$ cat src/rtl/cpu_intc.sv
// cpu_intc: four-source interrupt controller for the 8-bit cpu core.
// Edge-detects ie1..ie4, latches pending requests, applies an enable mask,
// picks by fixed priority (bit 0 highest) and runs a req/ack/ret handshake.
module cpu_intc #(
  parameter int unsigned          VEC_W    = 10,
  parameter logic [VEC_W-1:0]     VEC_BASE = VEC_W'(10'h3F0)
) (
  input  logic             clk,
  input  logic             reset,
  input  logic [3:0]       irq_in,
  input  logic             mask_we,
  input  logic [3:0]       mask_wd,
  input  logic             int_ack,
  input  logic             int_ret,
  output logic             int_req,
  output logic [VEC_W-1:0] int_vec,
  output logic [1:0]       int_id,
  output logic             in_service,
  output logic [3:0]       pend,
  output logic [3:0]       mask
);

  typedef enum logic [1:0] {
    IDLE    = 2'd0,
    REQ     = 2'd1,
    SERVICE = 2'd2
  } state_t;

  state_t     state, state_n;
  logic [3:0] irq_q;
  logic [3:0] rise;
  logic [3:0] eligible;
  logic [3:0] clr;
  logic [3:0] pend_n;
  logic [1:0] id_n;
  logic       found;

  // Next-state, priority pick and pending-set/clear decode
  always_comb begin
    state_n  = state;
    id_n     = int_id;
    clr      = '0;
    found    = 1'b0;
    rise     = irq_in & ~irq_q;
    eligible = pend & mask;
    case (state)
      IDLE: begin
        for (int unsigned i = 0; i < 4; i++) begin
          if (eligible[i] && !found) begin
            id_n  = 2'(i);
            found = 1'b1;
          end
        end
        if (found) state_n = REQ;
      end
      REQ: begin
        if (int_ack) begin
          clr[int_id] = 1'b1;
          state_n     = SERVICE;
        end
      end
      SERVICE: begin
        if (int_ret) state_n = IDLE;
      end
      default: state_n = IDLE;
    endcase
    // A new edge on the bit being acknowledged is kept (set wins)
    pend_n = (pend & ~clr) | rise;
  end

  // State register and committed source index
  always_ff @(posedge clk) begin
    if (!reset) begin
      state  <= IDLE;
      int_id <= '0;
    end else begin
      state  <= state_n;
      int_id <= id_n;
    end
  end

  // Pending and mask registers
  always_ff @(posedge clk) begin
    if (!reset) begin
      pend <= '0;
      mask <= '0;
    end else begin
      pend <= pend_n;
      if (mask_we) mask <= mask_wd;
    end
  end

  // Edge-detect history; keeps tracking the pins during reset so that
  // lines already high when reset releases do not raise events.
  always_ff @(posedge clk) begin
    irq_q <= irq_in;
  end

  assign int_req    = (state == REQ);
  assign in_service = (state == SERVICE);
  assign int_vec    = VEC_BASE + VEC_W'(int_id);

endmodule

$ cat config.mk
export PLATFORM = sky130hd
export DESIGN_NAME = cpu_intc
export DESIGN_NICKNAME = d
export VERILOG_FILES = /design/src/rtl/cpu_intc.sv
export SDC_FILE = /design/constraint.sdc
export NUM_CORES = 1
export LEC_CHECK = 0
export ABC_AREA = 1
export CAP_MARGIN = 30
export CORE_AREA = 3 3 47 49
export CTS_CLUSTER_SIZE = 10
export DETAILED_ROUTE_END_ITERATION = 8
export DIE_AREA = 0 0 50 52
export GPL_ROUTABILITY_DRIVEN = 1
export PLACE_DENSITY = 0.74
export REMOVE_ABC_BUFFERS = 1
export SETUP_SLACK_MARGIN = 0.5
export SYNTH_ARGS = -nofsm -noshare
export SYNTH_HDL_FRONTEND = slang
export SYNTH_SLANG_ARGS = --single-unit
$ cat constraint.sdc
create_clock -name clk -period 1.1 [get_ports clk]
set_input_delay 0.165 -clock clk [delete_from_list [all_inputs] [get_ports clk]]
set_output_delay 0.165 -clock clk [all_outputs]
set_load 0.02 [all_outputs]
==> flow_metrics.py <==
metrics = {
    "outcome": {
        "run_status": "completed",
    },
    "route": {
        "drc_errors": 0,
        "average_wire_length_per_cell_after_detail_routing_um": 13.6,
        "drt.antenna.violating_nets": 0,
        "drtPass1Iterations": 4,
        "via_count": 785,
        "drt_iter0_markers": 24,
        "detail_route.vias_per_cell": 4.70,
        "detail_route.wirelength_um": 2270,
    },
    "clock_tree": {
        "cts.htree.levels": 1,
        "worst_skew_pair.late_latency_ps": 290,
        "cts_hold_repair.buffers": 0,
        "path_clk_slew_ps": 90,
        "tritoncts_clock_tree": "yes",
        "buffer_type_at_the_clock_tree_root": "clkbuf_4",
        "ctsLongestPathBuffers": 2,
        "clock_sinks": 16,
        "clock_buffer_count_from_cts": 3,
    },
    "setup_path": {
        "cp.required_ps": 1290,
        "setup.worst_path.start_class": "flop",
        "timing_worst_setup_path_type": "flop to flop",
        "crit_fanout": 3,
        "worst_setup_path_end_kind": "flop",
        "critPathArrivalTime_ps": 1280,
    },
    "power_and_ir_drop": {
        "leakage_power_summed_over_all_cells_uw": 0.000651,
        "vdd.ir_drop.worst_uv": 843,
        "fin_total_pwr_uw": 1450,
        "power_density_mw_per_mm2": 1090,
    },
    "synthesis": {
        "syn_area_per_cell_um2": 7.20,
        "most_common_library_cells_after_synthesis": "nand2_1, dfxtp_1, inv_1, nor2_1, buf_4",
        "synth.yosys.warnings": 0,
        "distinct_cells_synth": 11,
        "synth_edf_count": 0,
        "ys_flop_type": "dfxtp_1",
        "synthDominantCellAreaShare_pct": 46.8,
        "synth_sequential_area_ratio_pct": 46.8,
        "synthDominantAreaCellType": "dfxtp_1",
        "synth_async_sr_flop_share_pct": 0,
        "syn_area_um2": 684,
        "synth_area_leaders": "dfxtp_1, buf_4, nand2_1, inv_1, nor2_1",
        "synth_cells": 95,
        "synth_most_common_cell": "nand2_1",
        "postSynthRegisterBits": 16,
    },
    "min_path": {
        "hold_class": "input pin to flop",
    },
    "sta": {
        "clock.fmax_ghz": 0.914,
        "report.final.hold_viol_count": 0,
        "rsz0062_at_grt": "true",
        "maxSlewViolCount": 0,
        "finalSetupViolations": 0,
        "finClkSkew_ps": 3.72,
        "post-route-period-util_pct": 99.4,
        "final_critical_period_ps": 1090,
        "setup_slack_ps": 6.08,
    },
    "global_route": {
        "grt_antenna_before_repair": 0,
        "global_route.overflow_total": 0,
        "grt_max_degree": 9,
        "number_of_global_route_vias_before_repair": 744,
        "grt_pass1_wl_um": 3310,
        "track_usage_pct": 16.7,
    },
    "place": {
        "post_detailed_placement_half_perimeter_wirelength_um": 1270,
        "detailedPlace.worstSlack_ps": -154,
        "port_buffers": 26,
        "routabilityCongestion": 0.794,
    },
    "job": {
        "max_cap_violations": 0,
    },
    "finish": {
        "design.final.nets": 155,
        "filler_cell_count": 137,
        "layout-drive-gt1-share_pct": 56.4,
        "ant_diodes": 0,
        "area_delta_synth_final_pct": 93.6,
    },
    "floorplan": {
        "fp.dieArea_mm2": 0.00260,
        "core.rowCount": 16,
        "initial_utilization_pct": 36.0,
        "die_h_um": 52,
        "floorplan.core_area_mm2": 0.00190,
        "chipWidth_um": 50,
        "number_of_top_level_pins": 35,
    },
}
worst paths after layout:
check	cells past startpoint	from	to	slack (ps)
setup reg to reg	6	state[0]	int_id[0]	6
hold reg to reg	3	irq_q[2]	pend[2]	480
hold / removal	3	int_ack	state[1]	340
setup / recovery	6	state[0]	int_id[0]	6
cell type report:
class                      count  area [µm²]  share of cell area [%]
inverter                      13        51.3                    3.87
clock buffer                   3        22.5                    1.70
sequential                    16         338                    25.5
multi-input combinational     62         388                    29.3
tap                           27        33.8                    2.55
timing repair buffer          46         492                    37.1
per-stage QoR:
stage	hold slack [ps]	instance area [µm²]	std cells	utilization, %	setup TNS, ps
2_1_floorplan	193	632	91	-	0
3_3_place_gp	467	1020	157	53.8	-572
3_5_place_dp	477	1020	157	53.8	-640
4_1_cts	345	1240	166	65.1	0
5_1_grt	348	1330	167	69.7	-41.0
6_report	338	1330	167	69.7	0
sequential cells by signal, indices dropped and copies added, names as in the netlist:
name / count
state: 2
pend: 4
int_id: 2
mask: 4
irq_q: 4
routing by layer:
metal	track usage, %	share of wire (%)
met2	30.9	55
met3	2.87	4.3
met4	9.22	3.7
met5	0	0
met1	17.8	37
report_power, final:
| part | leakage, µW | switching [µW] | internal (µW) | total, µW |
|---|---|---|---|---|
| logic | 0.000500 | 242 | 240 | 482 |
| registers | 0.000137 | 33.3 | 625 | 658 |
| clock network | 0.0000138 | 183 | 127 | 310 |
critical path: stages (launching register included):
cell and delay, ps:
dfxtp_2 360, nor2_2 240, nand2_2 130, nand2_4 90
nand2_1 50, nand2_1 70, nor2_1 50
cells by family after synthesis:
group,Yosys count,synth area share [%]
AO/OA/AOI/OAI,15,11.3
buffers and inverters,23,18.1
flip-flops,16,46.8
other,2,1.10
AND/OR/NAND/NOR,39,22.7
cell usage in the layout, fill, tap and decap left out:
cell type	synthesis	layout
a211oi_2	0	1
a21oi_1	5	4
a21oi_2	0	1
buf_4	10	3
buf_6	0	31
clkbuf_4	0	3
clkdlybuf4s50_1	0	9
conb_1	2	8
dfxtp_1	16	4
dfxtp_2	0	11
dfxtp_4	0	1
dlygate4sd2_1	0	2
dlymetal6s2s_1	0	1
inv_1	13	9
inv_2	0	3
inv_4	0	1
nand2_1	20	10
nand2_2	0	4
nand2_4	0	6
nand3_1	5	2
nand3_2	0	3
nand4_1	1	1
nor2_1	13	9
nor2_2	0	2
nor2_4	0	2
o21ai_1	0	2
o21ai_2	0	7
timing repair:
item / CTS / global route
setup endpoints to repair: 26 / 26
pin swaps: 14 / 8
resized for setup: 144 / 21
setup buffers: 6 / 1
Note: power is estimated with default switching activity, not from simulation.
